### src/rtl/load_store_unit.sv
// load_store_unit: RISC-V LB/LH/LW/LBU/LHU/SB/SH/SW unit over a word-wide memory; define LSU_BOUNDS_CHECK_EN to flag addresses beyond DEPTH
module load_store_unit #(
  parameter int DEPTH = 1024,
  parameter int AW = 32
) (
  input  logic          clk,
  input  logic          reset,
  input  logic          req_valid,
  output logic          req_ready,
  input  logic          req_we,
  input  logic [2:0]    req_funct3,
  input  logic [31:0]   req_addr,
  input  logic [31:0]   req_wdata,
  output logic          resp_valid,
  input  logic          resp_ready,
  output logic [31:0]   resp_rdata,
  output logic          resp_err,
  output logic          mem_read,
  output logic          mem_write,
  output logic [AW-1:0] mem_addr,
  output logic [31:0]   mem_wdata,
  input  logic [31:0]   mem_rdata
);
  typedef enum logic [2:0] {IDLE, RD, RMW_RD, WR, RESP} state_t;
  state_t state, state_n;
  logic [31:0] addr_q, wbuf, ld_val, merged;
  logic [2:0]  f3_q;
  logic [15:0] lane_h;
  logic [7:0]  lane_b;
  logic        err, oob, sgn;
`ifdef LSU_BOUNDS_CHECK_EN
  localparam bit BOUNDS = 1'b1;
`else
  localparam bit BOUNDS = 1'b0;
`endif
  assign oob = BOUNDS && ({2'b00, req_addr[31:2]} >= 32'(DEPTH));
  assign err = req_funct3 == 3'b011 || req_funct3[2:1] == 2'b11 || (req_we && req_funct3[2]) ||
               (req_funct3[1:0] == 2'b01 && req_addr[0]) ||
               (req_funct3[1:0] == 2'b10 && req_addr[1:0] != 2'b00) || oob;
  assign req_ready  = state == IDLE;
  assign resp_valid = state == RESP;
  assign mem_read   = !reset && (state == RD || state == RMW_RD);
  assign mem_write  = !reset && state == WR;
  assign mem_addr   = AW'(addr_q[31:2]);
  assign mem_wdata  = wbuf;
  assign lane_b     = mem_rdata[{addr_q[1:0], 3'b000} +: 8];
  assign lane_h     = addr_q[1] ? mem_rdata[31:16] : mem_rdata[15:0];
  assign sgn        = !f3_q[2];
  // Lane extraction with sign/zero extension for loads
  always_comb begin
    ld_val = f3_q[1:0] == 2'b10 ? mem_rdata :
             f3_q[0] ? {{16{sgn & lane_h[15]}}, lane_h} : {{24{sgn & lane_b[7]}}, lane_b};
  end
  // Splice the buffered store byte/halfword into the word read back from memory
  always_comb begin
    merged = mem_rdata;
    if (f3_q[0]) merged[{addr_q[1], 4'b0000} +: 16] = wbuf[15:0];
    else merged[{addr_q[1:0], 3'b000} +: 8] = wbuf[7:0];
  end
  // Next-state decode; errors skip memory entirely, sub-word stores take the read-modify-write path
  always_comb begin
    state_n = state;
    case (state)
      IDLE:    state_n = !req_valid ? IDLE : err ? RESP : !req_we ? RD : req_funct3[1:0] == 2'b10 ? WR : RMW_RD;
      RD:      state_n = RESP;
      RMW_RD:  state_n = WR;
      WR:      state_n = RESP;
      RESP:    state_n = resp_ready ? IDLE : RESP;
      default: state_n = IDLE;
    endcase
  end
  // State, request latches, write buffer and registered response
  always_ff @(posedge clk) begin
    if (reset) begin
      state      <= IDLE;
      addr_q     <= '0;
      f3_q       <= '0;
      wbuf       <= '0;
      resp_rdata <= '0;
      resp_err   <= 1'b0;
    end else begin
      state <= state_n;
      if (state == IDLE && req_valid) begin
        addr_q     <= req_addr;
        f3_q       <= req_funct3;
        wbuf       <= req_wdata;
        resp_rdata <= '0;
        resp_err   <= err;
      end
      if (state == RD) resp_rdata <= ld_val;
      if (state == RMW_RD) wbuf <= merged;
    end
  end
endmodule

### config.mk
export PLATFORM = sky130hd
export DESIGN_NAME = load_store_unit
export DESIGN_NICKNAME = d
export VERILOG_FILES = /design/src/rtl/load_store_unit.sv
export SDC_FILE = /design/constraint.sdc
export NUM_CORES = 1
export LEC_CHECK = 0
export CAP_MARGIN = 5
export CORE_AREA = 2 2 90 136
export CTS_CLUSTER_DIAMETER = 50
export DETAILED_ROUTE_END_ITERATION = 10
export DIE_AREA = 0 0 92 138
export HOLD_SLACK_MARGIN = 0.08
export PLACE_DENSITY = 0.81
export SYNTH_ARGS = -nofsm -noshare
export SYNTH_HDL_FRONTEND = slang
export SYNTH_SLANG_ARGS = --single-unit
### constraint.sdc
create_clock -name clk -period 4.9 [get_ports clk]
set_input_delay 0.98 -clock clk [delete_from_list [all_inputs] [get_ports clk]]
set_output_delay 0.98 -clock clk [all_outputs]
set_load 0.02 [all_outputs]
# [Word-level counts from Yosys, hierarchy flattened]
# Cells that the tools add are included.
[totals] ff_bits=103 latchBits=0 ram_bits=0 romBits=0 in_bits=104 out_inout_bits=101 n_memories=0
[classes] addsub=2 mul=0 div=0 order_cmp=0 n_eq_ne=9 shift=5 n_mux=16 bitwise_logic=2 reduce_logical=18
[ops] operator="$mux W32" n=7
[ops] operator="$bwmux W32" n=2
[ops] operator="$shift A16 B7 Y32 const A" n=1
[ops] operator="$shift A8 B7 Y32 const A" n=1
[ops] operator="$shiftx A16 B7 Y32" n=1
[ops] operator="$shiftx A32 B6 Y8" n=1
[ops] operator="$shiftx A8 B7 Y32" n=1
[ops] operator="$mux W16" n=1
[ops] operator="$neg A5 Y7" n=2
[ops] operator="$pmux W3 S4" n=1
[ops] operator="$eq A3 B2 Y1 const B" n=3
[ops] operator="$mux W3" n=3
[ops] operator="$eq A2 B2 Y1 const B" n=3
[ops] operator="$logic_and A1 B1 Y1" n=6
[ops] operator="$reduce_bool A2 Y1" n=3
[ops] operator="$logic_or A1 B1 Y1" n=5
[ops] operator="$eq A3 B1 Y1 const B" n=1
[ops] operator="$eq A3 B3 Y1 const B" n=1
[ops] operator="$logic_not A3 Y1" n=1
[ops] operator="$and A1 B1 Y1" n=2
[ops] operator="$eq A2 B1 Y1 const B" n=1
[ops] operator="$logic_not A1 Y1" n=2
[ops] operator="$mux W2" n=1
[ops] operator="$reduce_or A2 Y1" n=1
[ops] operator="$mux W1" n=1

# [Longest topological paths before layout]
# Gate-level depths: netlist of the first run.
[depth] depth_word=8 ltp_mapped=8 ltp_nobuf=6

# [Worst setup path before layout of the first run]
# Ideal clock, no wire load.
[synth_path] path_type="input to output" startpoint="input port reset" endpoint="output port mem_read" arrival_time_ps=1929 setup_slack_ps=1991 path_stages=4 n_path_buf=3 path_cell_list="clkbuf_1 > clkbuf_1 > clkbuf_1 > a21oi_1"
[synth_via] elab_chain_cells=2
[synth_rtl] element="start, declared" line_no="7" rtl="input logic reset,"
[synth_rtl] element="$logic_not A1 Y1" line_no="42" rtl="assign mem_read = !reset && (state == RD || state == RMW_RD);"
[synth_rtl] element="$logic_and A1 B1 Y1" line_no="42"
[synth_rtl] element="end, declared" line_no="18" rtl="output logic mem_read,"
# No other way between the ends.

# [Final worst setup path of the first run]
[layout_path] startpoint="register state[0]" endpoint="output port mem_read"
[layout_via] elab_chain_cells=3 elab_cells_between_ends=4 classes_between="eq/ne: 2; reduce/logical: 2"
[layout_rtl] element="start, declared" line_no="25" rtl="state_t state, state_n;"
[layout_rtl] element="start signal, assigned" line_no="82" rtl="state <= state_n;"
[layout_rtl] element="$eq A3 B1 Y1 / $eq A3 B2 Y1 (equally long branches)" line_no="42"
[layout_rtl] element="$logic_or A1 B1 Y1 (*)" line_no="42"
[layout_rtl] element="$logic_and A1 B1 Y1 (*)" line_no="42"
# Mark *: on every way between the ends. The rest lies on a longest branch, timed or not.

==> out/qor.yml, run 1 <==
outcome: "finished, final reports clean"
nets: 902
io_pins: 205
required_ns: 3.92
worstHoldPathType: "register to register"
start_util: 0.467
cp_slowest_stage_delay_ns: 0.69
die_y_um: 138
grtUsageTotal: 0.278
arrival_ns: 2.41
syn-cell-area_um2: 5440
rows: 49
clk_pin_slew_ns: 0.07
cts_root_buf: "clkbuf_16"
cts_tree: "yes"
ys_seq_area_frac: 0.379
grt_overflow_total: 0
hpwl_um: 13300
synthDistinctLibCells: 56
critical_path_peak_fanout: 13
drt_iter0_drc: 303
postRouteAntennaNets: 0
core_area_um2: 11600
r2r_slack_ns: 2.37
htreeDepth: 3
dieArea_um2: 12700
setup_viol: 0
dieWidth_um: 92
fin_area_um2: 7580
finalHoldViolations: 0
cp-end-kind: "output port"
vias: 5518
gp_congestion: 0.910
crit_family: "flip-flops"
cpMaxStageDelayCell: "dfxtp_1"
numCtsBuffers: 9
critical_path_depth: 3
final_common_cell: "clkdlybuf4s50_1"
setup.worst_path.start_class: "register"
antenna_found_initial: 0
drv_slew: 0
cts_hold_buf: 0
drive_gt1_frac: 0.0652
wirelength_um: 17800
post_cts_buffers: 0
hold_depth: 2
syn_to_final_growth_pct: 39.5
synth.avg_cell_area_um2: 8.34
dpl_cell_area_um2: 7230
fin_skew_ns: 0.00863
slew_headroom: 0.466
tightest_slew_ns: 0.799
leakagePower_nw: 2.77
grt_pass1_wl_um: 28000
total_power_mw: 2.37
port-buffer-count: 202
layout_common_cells: "clkdlybuf4s50_1 (201), nand2_1 (116), dfxtp_1 (102), a21oi_1 (69), nor2_1 (55)"
cap_violations: 0
synth_edf_count: 0
path_buf_inv: 1
fin_crit_sh: 0.692
drt_first_pass_iters: 5
peakVddDrop_mv: 0.234
clock_sinks: 103
route.detailed.drc: 0
setup_tns_ns: 0
synth_ff_type: "dfxtp_1"
rsz0062_at_grt: "false"
viasPerCell: 5.80
grt_max_degree: 43
rr_worst_depth: 6
wire_per_inst_um: 18.7
worstPathCellList: "or3b_1 -> a21oi_1 -> clkdlybuf4s50_1"
synthCells: 652
ys_ff_latch: 103
n_antenna_cell: 0
cts_resized: 0
yosys_warnings: 0
final_util: 0.651
fmax_mhz: 295
period_needed_ns: 3.39
worstSkewPairLatency_ns: 0.35
ys_async_sr_fraction: 0
powerDensity_nw_per_um2: 312
critPathKind: "register to output port"
grt_pass1_vias: 5395
clk_path_buf_depth: 2
power by group:
group          internal, mW  total [mW]  switching [mW]
registers             0.902       0.973          0.0717
logic                 0.315       0.653           0.338
clock network         0.404       0.740           0.337
total                  1.62        2.37           0.747
state kept, by name, indices dropped and copies added, names as in the netlist:
register / count
addr_q: 32
mem_wdata: 32
resp_rdata: 32
f3_q: 3
state: 3
resp_err: 1
cell usage after synthesis (all sizes together) (4+ instances only):
| library cell | number | area [um^2] |
|---|---|---|
| mux2 | 23 | 259 |
| a2111oi | 10 | 110 |
| inv | 7 | 26.3 |
| ha | 5 | 62.6 |
| a221o | 17 | 170 |
| nor3 | 8 | 40.0 |
| nor2 | 56 | 218 |
| a32o | 6 | 60.1 |
| clkbuf | 25 | 93.8 |
| dfxtp | 103 | 2060 |
| a211oi | 10 | 128 |
| a221oi | 8 | 70.1 |
| a21oi | 71 | 363 |
| nand2 | 117 | 447 |
| nor2b | 4 | 32.5 |
| buf | 60 | 390 |
| a22oi | 29 | 218 |
| o21ai | 36 | 184 |
| mux2i | 20 | 200 |
| o22ai | 8 | 50.1 |
per-layer routing:
| metal | vias up | track usage | part of all wire |
|---|---|---|---|
| li1 | 2590 | - | - |
| met1 | 2613 | 0.302 | 0.35 |
| met2 | 261 | 0.483 | 0.51 |
| met3 | 54 | 0.0714 | 0.076 |
| met4 | 0 | 0.160 | 0.055 |
| met5 | - | 0 | 0 |
final timing paths:
kind / start / endpoint
max: state[0] / mem_read
min: resp_rdata[21] / resp_rdata[21]
max reg2reg: addr_q[1] / mem_wdata[3]
min reg2reg: resp_rdata[21] / resp_rdata[21]
stage by stage:
step	instances	hold WS, ns	setup WS (ns)
2_1_floorplan	653	0.437	1.99
3_3_place_gp	932	0.433	1.36
3_5_place_dp	932	0.442	1.27
4_1_cts	948	0.453	1.50
5_1_grt	951	0.468	1.40
6_report	951	0.450	1.51
kinds of logic (layout without fill, tap and decap cells):
| kind of cell | Yosys count | after routing | share of synthesized area |
|---|---|---|---|
| AOI/OAI and AO/OA | 205 | 205 | 0.263 |
| muxes | 43 | 43 | 0.0845 |
| adders and majority gates | 5 | 5 | 0.0115 |
| and+or+nand+nor | 203 | 203 | 0.167 |
| DFF | 103 | 103 | 0.379 |
| other | 1 | 2 | 0.000690 |
| buffers and inverters | 92 | 237 | 0.0939 |
worst min-delay path: cells and delay by family, from the launching register on:
kind,cells,cell delay (ns)
DFF,1,0.31
and+or+nand+nor,1,0.05
AOI/OAI and AO/OA,1,0.05
cell type report:
type | instances | area, um^2
clock buffer | 9 | 225
clock inverter | 7 | 81.3
fill | 986 | 4070
inverter | 7 | 26.3
multi-input combinational | 458 | 2870
sequential | 103 | 2060
tap | 153 | 191
timing repair buffer | 214 | 2130
Power figures use the tool's default switching activity.
==> inputs of run 2 (changes only) <==
--- a/config.mk
+++ b/config.mk
@@ -6,12 +6,12 @@
 export NUM_CORES = 1
 export LEC_CHECK = 0
 export CAP_MARGIN = 5
-export CORE_AREA = 2 2 90 136
+export CORE_AREA = 2 2 93 140
 export CTS_CLUSTER_DIAMETER = 50
 export DETAILED_ROUTE_END_ITERATION = 10
-export DIE_AREA = 0 0 92 138
+export DIE_AREA = 0 0 95 142
 export HOLD_SLACK_MARGIN = 0.08
-export PLACE_DENSITY = 0.81
+export PLACE_DENSITY = 0.76
 export SYNTH_ARGS = -nofsm -noshare
 export SYNTH_HDL_FRONTEND = slang
 export SYNTH_SLANG_ARGS = --single-unit
==> constraint.sdc (replaced) <==
create_clock -name clk -period 3.2 [get_ports clk]
set_input_delay 0.64 -clock clk [delete_from_list [all_inputs] [get_ports clk]]
set_output_delay 0.64 -clock clk [all_outputs]
set_load 0.02 [all_outputs]
==> run 2 against run 1 <==
Total power increased by 50%. Design area decreased by 0.26%. Core utilization decreased by 3.7 points. Critical path type unchanged. Highest routed layer unchanged.
==> out/qor.yml, run 2 (synthesis gave the netlist of run 1 again) <==
finalHoldViolations: 0  # unchanged
peakVddDrop_mv: 0.278  # +19%
htreeDepth: 3  # unchanged
cts_resized: 0  # unchanged
die_y_um: 142  # +2.9%
grtUsageTotal: 0.264  # -0.0140
required_ns: 2.56  # -1.36 ns
grt_overflow_total: 0  # unchanged
tightest_slew_ns: 0.758  # -0.0416 ns
start_util: 0.441  # -0.0256
grt_pass1_wl_um: 27500  # -2.1%
wire_per_inst_um: 18.7  # -0.38%
cts_tree: "yes"
grt_pass1_vias: 5317  # -1.4%
worstPathCellList: "or3b_1 -> a21oi_1 -> clkdlybuf4s50_1"
cts_hold_buf: 0  # unchanged
setup_viol: 0  # unchanged
layout_common_cells: "clkdlybuf4s50_1 (201), nand2_1 (116), dfxtp_1 (102), a21oi_1 (69), nor2_1 (55)"
clk_path_buf_depth: 2  # unchanged
arrival_ns: 2.24  # -0.17 ns
io_pins: 205  # unchanged
gp_congestion: 0.906  # -0.40%
setup_tns_ns: 0  # unchanged
fmax_mhz: 347
swShare: 0.325  # +0.00995
fin_area_um2: 7560  # -0.26%
cp-end-kind: "output port"
leakagePower_nw: 2.76  # -0.24%
period_needed_ns: 2.88
switching_power_mw: 1.16  # +55%
hold_depth: 2  # unchanged
setup_slack_ns: 0.317  # -1.19 ns
drv_slew: 0  # unchanged
clock_sinks: 103  # unchanged
dpl.cell_count: 940  # +0.86%
p_seq_frac: 0.417  # +0.006
slew_headroom: 0.494  # +0.0278
port-buffer-count: 202  # unchanged
drt_iter0_drc: 305  # +0.66%
powerDensity_nw_per_um2: 471  # +51%
ff_latch_area_um2: 2060  # unchanged
vias: 5445  # -1.3%
rr_worst_depth: 6  # unchanged
grt_max_degree: 44  # +2.3%
cp_slowest_stage_delay_ns: 0.65  # -0.04 ns
n_antenna_cell: 0  # unchanged
cpMaxStageDelayCell: "clkdlybuf4s50_1"
final_common_cell: "clkdlybuf4s50_1"
fillCellCount: 1085  # +10%
postRouteAntennaNets: 0  # unchanged
cap_violations: 0  # unchanged
place_ws_ns: 0.584  # -0.682 ns
antenna_found_initial: 0  # unchanged
nets: 904  # +0.22%
p_int_mw: 2.40  # +48%
drive_gt1_frac: 0.0675  # +0.00234
numCtsBuffers: 9  # unchanged
core_area_um2: 12300  # +5.8%
critical_path_peak_fanout: 15  # +2
whs_ns: 0.449  # -0.00167 ns
fin_crit_sh: 0.901
fin_skew_ns: 0.0111  # +0.00248 ns
clk_pin_slew_ns: 0.08  # about the same
dpl_cell_area_um2: 7270  # +0.57%
outcome: "finished, final reports clean"
viasPerCell: 5.70  # -1.8%
drt_first_pass_iters: 5  # unchanged
worstHoldPathType: "register to register"
post_cts_buffers: 0  # unchanged
clkPwrFrac: 0.303  # -0.010
dieWidth_um: 95  # +3.3%
wirelength_um: 17800  # +0.14%
rsz0062_at_grt: "false"
multi_input_area_um2: 2870  # unchanged
route.detailed.drc: 0  # unchanged
dieArea_um2: 13500  # +6.3%
rows: 50  # +2.0%
hpwl_um: 13400  # +1.1%
worstSkewPairLatency_ns: 0.35  # about the same
setup.worst_path.start_class: "register"
combPwrFrac: 0.280  # +0.004
final_cells: 956  # +0.53%
critPathKind: "register to output port"
cts_root_buf: "clkbuf_16"
syn_to_final_growth_pct: 39.1
-- run 2: changes by cell type in the layout (fill, tap and decap cells not counted), sizes merged --
cell / before / now
buf: 12 / 15
inv: 9 / 11
bufinv: 1 / 0
clkbuf: 10 / 9
clkinv: 4 / 3
-- run 2: cell type report --
class | count | share of cell area
Tap cell | 156 | 0.0258
Timing Repair Buffer | 216 | 0.281
Sequential cell | 103 | 0.273
Clock buffer | 9 | 0.0298
Multi-Input combinational cell | 458 | 0.379
Inverter | 7 | 0.00347
Clock inverter | 7 | 0.00844
-- run 2: worst paths after layout --
check / start / endpoint / slack, ns
worst min register to register: resp_rdata[21] / resp_rdata[21] / 0.45
worst max register to register: addr_q[1] / mem_wdata[5] / 0.80
worst max-delay path: state[2] / mem_read / 0.32
worst min-delay path: resp_rdata[21] / resp_rdata[21] / 0.45
-- run 2: power by group through the flow --
stage | combinational [mW] | sequential (mW) | clock [mW]
final | 0.998 | 1.48 | 1.08
after global routing | 1.07 | 1.50 | 1.15
after CTS | 0.998 | 1.48 | 1.10
after detailed placement | 0.994 | 1.51 | 0
after global placement | 0.970 | 1.51 | 0
after floorplan | 0.555 | 1.54 | 0
-- run 2: metrics by stage --
step,util,power [mW]
floorplan,-,2.09
global placement,0.590,2.48
detailed placement,0.590,2.50
CTS,0.614,3.58
global route,0.614,3.72
finish,0.614,3.56
-- run 2: critical path, delay by kind of cell (launching register included) --
family,cells,cell delay (ns)
buf+inv,1,0.65
flops,1,0.50
compound gates,1,0.19
simple gates,1,0.55
-- run 2: routing by layer --
layer / track usage / vias to the layer above / share of wire / wire, um
met5: 0 / - / 0 / 0
met3: 0.0572 / 45 / 0.076 / 1370
met1: 0.284 / 2552 / 0.36 / 6480
met2: 0.468 / 253 / 0.51 / 9080
met4: 0.148 / 0 / 0.052 / 921
li1: - / 2595 / - / -
==> inputs of run 3 (changes only) <==
--- a/config.mk
+++ b/config.mk
@@ -6,12 +6,12 @@
 export NUM_CORES = 1
 export LEC_CHECK = 0
 export CAP_MARGIN = 5
-export CORE_AREA = 2 2 93 140
+export CORE_AREA = 2 2 99 148
 export CTS_CLUSTER_DIAMETER = 50
 export DETAILED_ROUTE_END_ITERATION = 10
-export DIE_AREA = 0 0 95 142
+export DIE_AREA = 0 0 101 150
 export HOLD_SLACK_MARGIN = 0.08
-export PLACE_DENSITY = 0.76
+export PLACE_DENSITY = 0.68
 export SYNTH_ARGS = -nofsm -noshare
 export SYNTH_HDL_FRONTEND = slang
 export SYNTH_SLANG_ARGS = --single-unit
==> run 3 against run 2 <==
Core utilization is 6.7 points lower. Sequential cell count unchanged. Critical path depth rose by 1. Worst setup slack worse by 0.011 ns. Clock power is 6% higher.
==> out/qor.yml, run 3 (synthesis gave the netlist of run 1 again) <==
switching_power_mw: 1.14  # -1.9%
syn_to_final_growth_pct: 40.1
io_pins: 205  # unchanged
slew_headroom: 0.474  # -0.0200
finalHoldViolations: 0  # unchanged
powerDensity_nw_per_um2: 477  # +1.2%
setup_tns_ns: 0  # unchanged
place_ws_ns: 0.513  # -0.0710 ns
critical_path_peak_fanout: 8  # -7
worstSkewPairLatency_ns: 0.35  # about the same
cts_root_buf: "clkbuf_16"
period_needed_ns: 2.89  # +0.0106 ns
clkPwrFrac: 0.314  # +0.011
setup_slack_ns: 0.307  # -0.0106 ns
port-buffer-count: 202  # unchanged
viasPerCell: 5.61  # -1.5%
cp-end-kind: "output port"
final_cells: 968  # +1.3%
grt_max_degree: 46  # +4.5%
fin_area_um2: 7610  # +0.68%
dieArea_um2: 15200  # +12%
critPathKind: "register to output port"
rr_worst_depth: 6  # unchanged
htreeDepth: 3  # unchanged
hold_depth: 2  # unchanged
clk_path_buf_depth: 2  # unchanged
dpl_cell_area_um2: 7310  # +0.46%
outcome: "finished, final reports clean"
rsz0062_at_grt: "false"
cts_tree: "yes"
r2r_slack_ns: 0.82  # +0.02 ns
core_area_um2: 13900  # +13%
fin_crit_sh: 0.904  # +0.00330
antenna_found_initial: 0  # unchanged
post_cts_buffers: 0  # unchanged
dieWidth_um: 101  # +6.3%
drv_slew: 0  # unchanged
total_power_mw: 3.63  # +1.9%
cts_resized: 0  # unchanged
worstHoldPathType: "register to register"
leakagePower_nw: 2.78  # +0.63%
route.detailed.drc: 0  # unchanged
hold_end: "resp_rdata[28]"
grt_pass1_vias: 5428  # +2.1%
grtUsageTotal: 0.236  # -0.0278
swShare: 0.313  # -0.0121
rows: 53  # +6.0%
final_common_cell: "clkdlybuf4s50_1"
setup.worst_path.start_class: "register"
required_ns: 2.56  # about the same
tightest_slew_ns: 0.788  # +0.0300 ns
cts_hold_buf: 0  # unchanged
fmax_mhz: 346  # -0.37%
combPwrFrac: 0.280  # about the same
r2r_end: "mem_wdata[3]"
p_int_mw: 2.49  # +3.8%
peakVddDrop_mv: 0.257  # -7.7%
drt_first_pass_iters: 7  # +2
clk_pin_slew_ns: 0.07  # about the same
numCtsBuffers: 9  # unchanged
gp_congestion: 0.846  # -6.7%
grt_overflow_total: 0  # unchanged
fin_skew_ns: 0.00706  # -0.00405 ns
vias: 5428  # -0.31%
cap_violations: 0  # unchanged
postRouteAntennaNets: 0  # unchanged
p_seq_frac: 0.405  # -0.012
arrival_ns: 2.25  # about the same
grt_pass1_wl_um: 27800  # +1.1%
wirelength_um: 18300  # +2.5%
whs_ns: 0.450  # +0.000987 ns
die_y_um: 150  # +5.6%
drive_gt1_frac: 0.0710  # +0.00348
final_util: 0.547  # -0.0669
r2r-start: "addr_q[0]"
start_util: 0.390  # -0.0507
setup_viol: 0  # unchanged
wire_per_inst_um: 18.9  # +1.3%
dpl.cell_count: 952  # +1.3%
nets: 907  # +0.33%
clock_sinks: 103  # unchanged
layout_common_cells: "clkdlybuf4s50_1 (201), nand2_1 (116), dfxtp_1 (102), a21oi_1 (69), nor2_1 (55)"
n_antenna_cell: 0  # unchanged
hpwl_um: 13900  # +3.7%
worstHoldStart: "resp_rdata[28]"
drt_iter0_drc: 251  # -18%
[run 3: worst max-delay path, stage by stage (launching register included)]
cell and delay (ns):
dfxtp_1 0.53, buf_4 0.22, or3b_1 0.37, a21oi_1 0.15
clkdlybuf4s50_1 0.63
[run 3: power by group through the flow]
stage / Sequential, mW / Combinational (mW) / Clock, mW
finish: 1.47 / 1.02 / 1.14
global route: 1.48 / 1.09 / 1.21
CTS: 1.47 / 1.02 / 1.16
detailed placement: 1.50 / 1.01 / 0
global placement: 1.49 / 0.993 / 0
floorplan: 1.54 / 0.555 / 0
[run 3: worst max-delay path by stage]
stage | from | endpoint | slack [ns] | cells after the start
floorplan | reset | mem_read | 0.97 | 4
global placement | req_valid | mem_wdata[2] | 0.63 | 6
detailed placement | req_valid | mem_wdata[3] | 0.51 | 6
CTS | state[1] | mem_read | 0.29 | 4
global route | state[1] | mem_read | 0.22 | 4
finish | state[1] | mem_read | 0.31 | 4
[run 3: per-layer routing]
layer  global-route usage  routed length, um  up-vias
li1                     -                  -     2594
met5                    0                  0        -
met3               0.0649               1460       55
met4                0.139               1030        0
met1                0.254               6640     2526
met2                0.408               9160      253
[run 3: final cells by class]
type	instances	area, um^2
fillers	1251	6310
multi-input cells	458	2870
repair buffers	219	2140
flip-flops and latches	103	2060
clock buffers	10	239
well taps	165	206
clock inverters	6	67.6
inverters	7	26.3
